$ cat config.mk
export PLATFORM = sky130hd
export DESIGN_NAME = util_dec_framer
export DESIGN_NICKNAME = d
export VERILOG_FILES = /design/src/rtl/util_dec_framer.sv
export SDC_FILE = /design/constraint.sdc
export NUM_CORES = 1
export LEC_CHECK = 0
export BUFFER_PORTS_ARGS = -buffer_cell sky130_fd_sc_hd__buf_2
export CAP_MARGIN = 40
export CORE_ASPECT_RATIO = 1.1
export CORE_MARGIN = 2
export CORE_UTILIZATION = 40
export DETAILED_ROUTE_END_ITERATION = 7
export GPL_TIMING_DRIVEN = 0
export PLACE_DENSITY = 0.64
export SYNTH_ARGS = -nofsm -noshare
export SYNTH_HDL_FRONTEND = slang
export SYNTH_SLANG_ARGS = --single-unit
export TNS_END_PERCENT = 100
$ cat constraint.sdc
create_clock -name aclk -period 3.63 [get_ports aclk]
set_input_delay 0.363 -clock aclk [delete_from_list [all_inputs] [get_ports aclk]]
set_output_delay 0.363 -clock aclk [all_outputs]
set_load 0.01 [all_outputs]
$ cat src/rtl/util_dec_framer.sv
// -----------------------------------------------------------------------------
// util_dec_framer
//
// Purpose:
//   Buffers the decimated sample stream from util_fir_dec, which cannot be
//   stalled, in a small first-word-fall-through FIFO. Samples leave as a
//   back-pressurable AXI-Stream with tlast marking every FRAME_LEN-th
//   accepted sample. A sample that arrives while the FIFO is full and is not
//   being drained is dropped, and a sticky overflow flag is raised.
//
// Ports:
//   aclk, areset          clock and asynchronous active-high reset
//   enable                accept input samples; 0 holds the frame counter at 0
//   s_axis_data_tvalid/   input sample strobe and data ({CH1,CH0}); no ready
//   s_axis_data_tdata
//   m_axis_tvalid/tready/ output AXI-Stream
//   tdata/tlast
//   overflow              sticky drop indicator
//   clear_overflow        single-cycle pulse clearing overflow
//   fifo_level            current FIFO occupancy (0..FIFO_DEPTH)
// -----------------------------------------------------------------------------
module util_dec_framer #(
  parameter int DATA_WIDTH = 32,
  parameter int FIFO_DEPTH = 16,
  parameter int FRAME_LEN  = 120
) (
  input  logic                          aclk,
  input  logic                          areset,
  input  logic                          enable,
  input  logic                          s_axis_data_tvalid,
  input  logic [DATA_WIDTH-1:0]         s_axis_data_tdata,
  output logic                          m_axis_tvalid,
  input  logic                          m_axis_tready,
  output logic [DATA_WIDTH-1:0]         m_axis_tdata,
  output logic                          m_axis_tlast,
  output logic                          overflow,
  input  logic                          clear_overflow,
  output logic [$clog2(FIFO_DEPTH):0]   fifo_level
);

  localparam int AW = $clog2(FIFO_DEPTH);
  localparam int LW = AW + 1;
  localparam int CW = (FRAME_LEN > 1) ? $clog2(FRAME_LEN) : 1;

  // Each entry carries the sample plus its tlast bit in the MSB.
  logic [DATA_WIDTH:0] mem_q [FIFO_DEPTH];

  logic [AW-1:0] wptr_q, wptr_d;
  logic [AW-1:0] rptr_q, rptr_d;
  logic [LW-1:0] level_q, level_d;
  logic [CW-1:0] cnt_q, cnt_d;
  logic          ovf_q, ovf_d;

  logic                full;
  logic                empty;
  logic                wr;
  logic                rd;
  logic                drop;
  logic                last_in;
  logic [DATA_WIDTH:0] head;

  assign full    = (level_q == LW'(FIFO_DEPTH));
  assign empty   = (level_q == '0);
  assign rd      = m_axis_tvalid & m_axis_tready;
  // When full, a write is only legal because the read frees the head slot;
  // wptr equals rptr then, so the new entry lands in the slot being consumed.
  assign wr      = s_axis_data_tvalid & enable & (~full | rd);
  assign drop    = s_axis_data_tvalid & enable & full & ~rd;
  assign last_in = (cnt_q == CW'(FRAME_LEN - 1));

  always_comb begin
    wptr_d  = wptr_q;
    rptr_d  = rptr_q;
    level_d = level_q;
    cnt_d   = cnt_q;
    ovf_d   = ovf_q;

    if (wr) wptr_d = wptr_q + AW'(1);
    if (rd) rptr_d = rptr_q + AW'(1);

    if (wr && !rd)      level_d = level_q + LW'(1);
    else if (rd && !wr) level_d = level_q - LW'(1);

    // Frames count accepted samples only; disabling restarts the frame.
    if (!enable)      cnt_d = '0;
    else if (wr)      cnt_d = last_in ? '0 : cnt_q + CW'(1);

    // A drop in the same cycle as a clear keeps the flag set.
    if (drop)                ovf_d = 1'b1;
    else if (clear_overflow) ovf_d = 1'b0;
  end

  always_ff @(posedge aclk or posedge areset) begin
    if (areset) begin
      wptr_q  <= '0;
      rptr_q  <= '0;
      level_q <= '0;
      cnt_q   <= '0;
      ovf_q   <= 1'b0;
    end else begin
      wptr_q  <= wptr_d;
      rptr_q  <= rptr_d;
      level_q <= level_d;
      cnt_q   <= cnt_d;
      ovf_q   <= ovf_d;
    end
  end

  // Storage is data only; emptiness is tracked by the reset control state.
  always_ff @(posedge aclk) begin
    if (wr) mem_q[wptr_q] <= {last_in, s_axis_data_tdata};
  end

  // Outputs come straight from registers. The head entry cannot change while
  // the FIFO is non-empty and unread, which keeps tdata/tlast stable under
  // back-pressure. Outputs are forced to zero when empty so reset values hold.
  assign head          = mem_q[rptr_q];
  assign m_axis_tvalid = ~empty;
  assign m_axis_tdata  = empty ? '0 : head[DATA_WIDTH-1:0];
  assign m_axis_tlast  = ~empty & head[DATA_WIDTH];
  assign overflow      = ovf_q;
  assign fifo_level    = level_q;

endmodule

Word-level counts from Yosys, hierarchy flattened

Memory sizes are Yosys's and may differ from the RTL's.
Cells that the tools add are included.

Add/subtract/negate cells: 5
Equal/unequal tests: 3
Multiplexer cells: 10
Bitwise logic cells: 10
Reduce and logical (&&, ||, !) cells: 7

Operators by type and width:

| cell                  | number |
|---|---|
| $mux W32              | 1 |
| $mux W7               | 3 |
| $mux W5               | 2 |
| $add A4 B1 Y4 const B | 2 |
| $add A7 B1 Y7 const B | 1 |
| $eq A7 B7 Y1 const B  | 1 |
| $and A1 B1 Y1         | 6 |
| $add A5 B1 Y5 const B | 1 |
| $eq A5 B5 Y1 const B  | 1 |
| $logic_not A5 Y1      | 1 |
| $sub A5 B1 Y5 const B | 1 |
| $mux W1               | 4 |
| $reduce_bool A2 Y1    | 2 |
| $not A1 Y1            | 3 |
| $logic_and A1 B1 Y1   | 2 |
| $logic_not A1 Y1      | 2 |
| $ne A2 B1 Y1 const B  | 1 |
| $or A1 B1 Y1          | 1 |

Register bits: 21
RAM bits: 528
Input port bits: 38
Word-level logic and storage cells: 41
Memories: 1

Memory list:

| name  | depth | width | rd ports | clocked after Yosys merged registers in | wr ports | line | RTL |
|---|---|---|---|---|---|---|---|
| mem_q | 16    | 33    | 1        | 0                                       | 1        | 46   | `logic [DATA_WIDTH:0] mem_q [FIFO_DEPTH];` |

Depth between registers and ports, before layout

Gate-level depths: netlist (run 1).

Depth after elaboration: 9
Gate-level depth with buffers: 10
Mapped depth without buffers: 10

Worst setup path before layout (run 1)

OpenSTA, ideal clock, no wires.

Path kind: reg2reg
Start: register level_q[0] (netlist: fifo_level[0])
End: memory mem_q[4][0] (netlist bit), enable pin
Setup time: 0.471 ns
Data arrival time: 3.582 ns
Required time: 3.159 ns
Path slack: -0.423 ns
Cell stages (with the launch flop): 5
Buffers on the path: 0
Clock period less this slack: 4.053 ns
Path through: dfrtp_1 nor4_2 a31oi_1 nand2_1 nor3b_1

Cells in the longest elaborated chain, start to end: 7

Ends and longest elaborated chain:

| item                              | line | RTL |
|---|---|---|
| start, declared                   | 50   | `logic [LW-1:0] level_q, level_d;` |
| start signal, assigned            | 103  | `level_q <= level_d;` |
| $logic_not A5 Y1                  | 63   | `assign empty = (level_q == '0);` |
| $not A1 Y1                        | 118  | `assign m_axis_tvalid = ~empty;` |
| $and A1 B1 Y1                     | 64   | `assign rd = m_axis_tvalid & m_axis_tready;` |
| $or A1 B1 Y1 (*)                  | 67   | `assign wr = s_axis_data_tvalid & enable & (~full \| rd);` |
| $and A1 B1 Y1 (*)                 | 67   |  |
| $mux W1 (*)                       | 111  | `if (wr) mem_q[wptr_q] <= {last_in, s_axis_data_tdata};` |
| $mux W1 (implied by the code) (*) | 111  |  |
| end, declared                     | 46   |  |

Mark *: on every way between the ends. The rest lies on a longest branch, timed or not.

Worst setup path after layout (run 1)

Start: register rptr_q[1]
End: output port m_axis_tdata[25]

Cells in the longest elaborated chain, start to end: 2

Ends and longest elaborated chain:

| item                   | line | RTL |
|---|---|---|
| start, declared        | 49   | `logic [AW-1:0] rptr_q, rptr_d;` |
| start signal, assigned | 102  | `rptr_q <= rptr_d;` |
| $mem_v2 Z16 W33        | -    |  |
| $mux W32               | 119  | `assign m_axis_tdata = empty ? '0 : head[DATA_WIDTH-1:0];` |
| end, declared          | 34   | `output logic [DATA_WIDTH-1:0] m_axis_tdata,` |

Every way passes these cells.

==> flow_summary.yaml, run 1 <==
status:
  outcome: "finished clean"
floorplanning:
  rows: 88
  start_util_pct: 40.6
  core_um2: 52700
  die_x_um: 225
  die_h_um: 247
  die_area_um2: 55400
  ios: 78
pwr:
  powerDensity_nw_per_um2: 759
  leakagePower_nw: 8.20
  peakVddDrop_uv: 507
yosys:
  synthFlopType: "edfxtp_1"
  ys_seq_area_share_pct: 76.4
  synth.top_cell.area_share_pct: 74.0
  ys_warn_count: 0
  syn_nets: 1063
  netlist_top_cells_area: "edfxtp_1, mux4_2, dfrtp_1, nand3_1, mux2_2"
  async_flop_share_pct: 3.83
  synth_edf_count: 528
  synth_area_leader_cell: "edfxtp_1"
  syn_area_um2: 21400
  syn_area_per_cell_um2: 21.1
  synth_seq_cells: 549
  synth_cells: 1014
  synth_cell_type_count: 43
worst_setup_path:
  cp-end-kind: "output pin"
  reg2reg_to: "fifo_level[4]$_DFFE_PP0P_"
  critPathLaunch: "rptr_q[1]$_DFFE_PP0N_"
  r2r_cells: 9
  worst_ep_required_time_ns: 3.27
  criticalPathCategory: "reg2out"
  critical_path.startpoint_type: "register"
  cp_max_fo: 10
  reg2reg_slack_ns: 0.46
  cp.arrival_ns: 3.07
  r2r_start: "fifo_level[0]$_DFFE_PP0P_"
route:
  vias_per_cell: 5.52
  dr.pass1.iters: 4
  drc: 0
  wire_per_inst_um: 25.7
  antenna_left: 0
  vias: 10500
  wirelength_um: 48700
  drtIter0Drc: 913
final_layout:
  fillCellCount: 4303
  final_area_um2: 25000
  layoutNonFillerInstCount: 1900
  n_antenna_cell: 0
  drive_above_1_share_pct: 32.5
  nets: 1229
  syn_to_final_growth_pct: 16.5
sta:
  slew_headroom_pct: 40.2
  rsz0062_at_grt: "false"
  worstMarginPinSlew_ns: 0.897
  hold_slack_ns: 0.0400
  finalHoldViolCount: 0
  fin_crit_sh_pct: 94.5
  finClkSkew_ns: 0.0104
  finalCriticalPeriod_ns: 3.43
  fmax_mhz: 292
  worst_slack_ns: 0.200
  drv_slew: 0
  setup_viol: 0
clocking:
  cts_sinks: 549
  clk_latency_ns: 0.59
  cts_root_buf: "clkbuf_16"
  htreeDepth: 2
  tritoncts: "yes"
  clockBufferDepth: 3
  clkSlewWorstSetupHoldPaths_ns: 0.06
  cts_buffers: 55
grt:
  grtUsageMet3_pct: 2.88
  met1_usage_pct: 25.2
  busiest_layer: "met2"
  antenna_found_initial: 0
  grt_usage_pct: 18.0
  use_met2_pct: 29.8
  globalRouteOverflowTotal: 0
  grt_pass1_vias: 11100
  grt_max_degree: 24
  grt_pass1_wl_um: 72200
min_path:
  hold_depth: 2
  holdPathEnd: "overflow$_DFFE_PP0P_"
  hold_start: "m_axis_tready"
  worst_hold_path_type: "in2reg"
place:
  dp_hpwl_um: 30700
  dpl.cell_count: 1797
  port_buffers: 77
  gp_congestion: 0.729
  pre_cts_ws_ns: 0.229
  placed_area_um2: 23100
flow_run:
  max_cap_viol_count: 0
-- cell families (layout without fill, tap and decap cells) --
group           after synthesis  count (layout)  share of synthesized area [%]
fa+ha+maj                    11              11                          0.677
xor+xnor                      9               9                          0.368
compound gates               21              21                          0.718
buf+inv                      63             274                           1.36
mux                         172             172                           15.9
flops                       549             549                           76.4
simple gates                189             189                           4.50
-- how the worst max path moves through the flow --
stage	to	slack, ns	cells after the start
global placement	mem_q[4][19]$_DFFE_PP_	-3.43	4
floorplan	mem_q[4][0]$_DFFE_PP_	-0.42	4
CTS	m_axis_tdata[20]	0.01	7
global route	m_axis_tdata[5]	0.01	6
finish	m_axis_tdata[25]	0.20	6
detailed placement	fifo_level[4]$_DFFE_PP0P_	0.23	9
-- critical path, stage by stage (launching register included) --
cell      delay [ns]
dfrtp_1         0.39
clkbuf_1        0.47
clkbuf_1        0.72
mux4_2          0.43
nand3_1         0.10
nand3_1         0.18
buf_2           0.19
-- metrics by stage --
step                      TNS [ns]  total power, mW  util, %
after detailed placement         0             13.5     43.9
after global routing             0             19.8     47.4
after CTS                        0             19.2     47.3
final                            0             19.0     47.4
after global placement     -488.14             13.4     43.0
after floorplan             -55.90             11.4        -
-- cell type report --
| type | count | area (µm²) | area share, % |
|---|---|---|---|
| Clock buffer | 65 | 1460 | 5.83 |
| Inverter | 8 | 30.0 | 0.120 |
| Timing Repair Buffer | 109 | 836 | 3.35 |
| Buffer | 55 | 265 | 1.06 |
| Tap cell | 675 | 845 | 3.38 |
| Clock inverter | 37 | 359 | 1.44 |
| Sequential cell | 549 | 16400 | 65.6 |
| Multi-Input combinational cell | 402 | 4800 | 19.2 |
-- cells in the mapped netlist, types with 2 or more instances --
master	count
and3b_1	4
xor2_1	2
dfrtp_1	21
inv_1	8
mux2i_1	5
mux2_2	35
nor3b_1	4
o21ai_0	4
and4_1	4
buf_4	12
buf_1	3
and3_1	4
nor2b_1	2
a21oi_1	7
ha_1	10
and2_1	2
nand2_1	50
edfxtp_1	528
or4_1	2
clkbuf_1	32
xnor2_1	7
nor3_1	4
a21o_1	2
mux4_2	132
nand3_1	104
nand4_1	2
buf_2	8
-- cells in the final DEF, fill, tap and decap left out, types with 8 or more instances in the layout --
master and count:
edfxtp_1 528, mux4_2 132, nand3_1 104, buf_2 85, clkbuf_16 57, nand2_1 50, clkbuf_1 38, mux2_2 35
buf_4 24, dfrtp_1 21, clkinv_1 14, clkinv_2 11, ha_1 10, buf_12 10, inv_1 8
-- what timing repair did --
| item | CTS | global route |
|---|---|---|
| setup buffers | 0 | 0 |
| pin swaps | 0 | 0 |
| hold buffers | 1 | 0 |
| endpoints found under the hold margin | 7 | 0 |
| endpoints found under the setup margin | 8 | 5 |
| gates resized for setup | 1 | 7 |
-- layer usage --
| layer | part of all wire [%] | wire length (µm) |
|---|---|---|
| met4 | 1.6 | 769 |
| met3 | 5.2 | 2560 |
| met2 | 50 | 24300 |
| met1 | 43 | 21200 |
| met5 | 0 | 0 |
-- where the power goes --
part | switching [mW] | internal, mW
Sequential | 0.166 | 7.33
Clock | 2.35 | 3.35
Combinational | 3.22 | 2.55
Total | 5.73 | 13.2
-- state kept, by name (all words and copies together) (netlist names) --
| signal | cells |
|---|---|
| fifo_level | 5 |
| cnt_q | 7 |
| rptr_q | 4 |
| mem_q | 528 |
| wptr_q | 4 |
| overflow | 1 |
No activity file was read; power rests on OpenSTA's default activity.
==> run 2: changes to the inputs <==
Settings changed: CORE_MARGIN 2 to 5.
==> run 2 against run 1 <==
- clock skew up 0.019 ns
- largest power group unchanged
- combinational power is 0.9% higher
- flip-flop and latch count stayed put
- cell count is 0.53% higher
- design area shrank 0.15%
==> flow_summary.yaml, run 2 (synthesized netlist as in run 1, its figures left out) <==
sta:
  finClkSkew_ns: 0.0294
  finalCriticalPeriod_ns: 3.40
  setup_viol: 0
  finalHoldViolCount: 0
  rsz0062_at_grt: "false"
  fin_tns_setup_ns: 0
  fmax_mhz: 294
  slew_headroom_pct: 45.5
  drv_slew: 0
  fin_crit_sh_pct: 93.8
  hold_slack_ns: 0.0548
  worstMarginPinSlew_ns: 0.817
grt:
  globalRouteOverflowTotal: 0
  grt_pass1_vias: 11100
  grt_pass1_wl_um: 71400
  antenna_found_initial: 0
  grt_usage_pct: 16.5
  grt_max_degree: 21
clocking:
  cts_buffers: 54
  post_cts_buffers: 0
  clockBufferDepth: 3
  tritoncts: "yes"
  clkSlewWorstSetupHoldPaths_ns: 0.06
  htreeDepth: 2
  clk_latency_ns: 0.61
  cts_sinks: 549
  cts_root_buf: "clkbuf_16"
floorplanning:
  die_area_um2: 58300
  core_um2: 53300
  ios: 78
  die_x_um: 231
  rows: 89
  die_h_um: 253
  start_util_pct: 40.2
route:
  drc: 0
  wirelength_um: 48000
  vias_per_cell: 5.53
  drtIter0Drc: 892
  vias: 10600
  dr.pass1.iters: 5
  antenna_left: 0
  wire_per_inst_um: 25.1
flow_run:
  max_cap_viol_count: 0
pwr:
  p_comb_share_pct: 31.1
  pwr-share-clk_pct: 28.8
  powerDensity_nw_per_um2: 750
  peakVddDrop_uv: 434
  leakagePower_nw: 8.18
  swShare_pct: 30.4
  p_int_mw: 13.0
  p_sw_mw: 5.69
  p_seq_share_pct: 40.1
final_layout:
  largest_reg_flops: 528
  final_cell_mix: "edfxtp_1, mux4_2, nand3_1, buf_2, clkbuf_16"
  regMostFlops: "mem_q"
  mostFrequentLayoutCell: "edfxtp_1"
  drive_above_1_share_pct: 31.9
  syn_to_final_growth_pct: 16.4
  nets: 1234
  n_antenna_cell: 0
  finish.utilization_pct: 46.8
worst_setup_path:
  worst_ep_required_time_ns: 3.27
  slowest_stage: "clkbuf_1"
  cp_max_fo: 10
  cp.arrival_ns: 3.04
  critical_path.startpoint_type: "register"
  cp-end-kind: "output pin"
  criticalPathCategory: "reg2out"
  path_delay_family: "buffers and inverters"
  worst-path-buf-inv: 3
  path_cells: "clkbuf_1 > clkbuf_1 > mux4_2 > nand3_1 > nand3_1 > buf_2"
  cpPeakStageDelay_ns: 0.67
place:
  dp_hpwl_um: 30800
  gp_congestion: 0.709
  port_buffers: 77
min_path:
  worst_hold_path_type: "in2reg"
status:
  outcome: "finished clean"
## run 2: changes by cell type in the layout (fill, tap and decap cells not counted), moves of 3 or more
| cell | previous run | this run |
|---|---|---|
| clkbuf_16 | 57 | 54 |
| clkbuf_2 | 3 | 0 |
| clkbuf_1 | 38 | 44 |
| clkinv_4 | 3 | 0 |
## run 2: per-layer routing
layer	part of all wire [%]	global-route usage (%)	vias to the layer above
li1	-	-	4555
met1	42	22.6	5637
met2	51	28.0	304
met3	5.7	3.09	63
met4	1.8	3.48	0
met5	0	0	-
## run 2: power by group through the flow
| stage | Sequential, mW | Combinational (mW) | Clock (mW) |
|---|---|---|---|
| 2_1_floorplan | 7.60 | 3.78 | 0 |
| 3_5_place_dp | 7.62 | 5.96 | 0 |
| 4_1_cts | 7.50 | 5.98 | 5.49 |
| 5_1_grt | 7.52 | 6.29 | 5.76 |
| 6_report | 7.50 | 5.82 | 5.38 |
| 3_3_place_gp | 7.63 | 5.74 | 0 |
## run 2: layout make-up
| type | count | area [µm²] |
|---|---|---|
| buffer | 55 | 262 |
| clock buffer | 66 | 1400 |
| clock inverter | 33 | 298 |
| fill | 4397 | 28400 |
| inverter | 8 | 30.0 |
| multi-input combinational | 402 | 4800 |
| sequential | 549 | 16400 |
| tap | 682 | 853 |
| timing repair buffer | 115 | 916 |
## run 2: timing repair
item | CTS | global route
hold endpoints to repair | 8 | 0
endpoints found under the setup margin | 1 | 0
hold buffers | 3 | 0
resized for setup | 1 | 0
## run 2: worst paths after layout
kind	startpoint	end	slack (ns)	depth (start not counted)
setup / recovery	rptr_q[1]$_DFFE_PP0N_	m_axis_tlast	0.23	6
hold / removal	enable	cnt_q[2]$_DFFE_PP0P_	0.05	3
setup reg to reg	fifo_level[0]$_DFFE_PP0P_	fifo_level[4]$_DFFE_PP0P_	0.27	9
hold reg to reg	cnt_q[4]$_DFFE_PP0P_	cnt_q[4]$_DFFE_PP0P_	0.52	1
max in group asynchronous	areset	fifo_level[4]$_DFFE_PP0P_	2.91	4
min in group asynchronous	areset	cnt_q[6]$_DFFE_PP0P_	0.30	3
## run 2: worst min-delay path: stages
cell and delay, ns:
buf_2 0.12, nand2_1 0.06, mux2i_1 0.06
## run 2: stage by stage
step                      setup WS [ns]  power (mW)  std cells  cell area, µm²
after detailed placement          0.172        13.6       1808           23200
after global routing             0.0634        19.6       1910           24900
after global placement            -3.38        13.4       1773           22700
after CTS                         0.101        19.0       1910           24900
after floorplan                  -0.423        11.4       1014           21400
final                             0.226        18.7       1910           24900
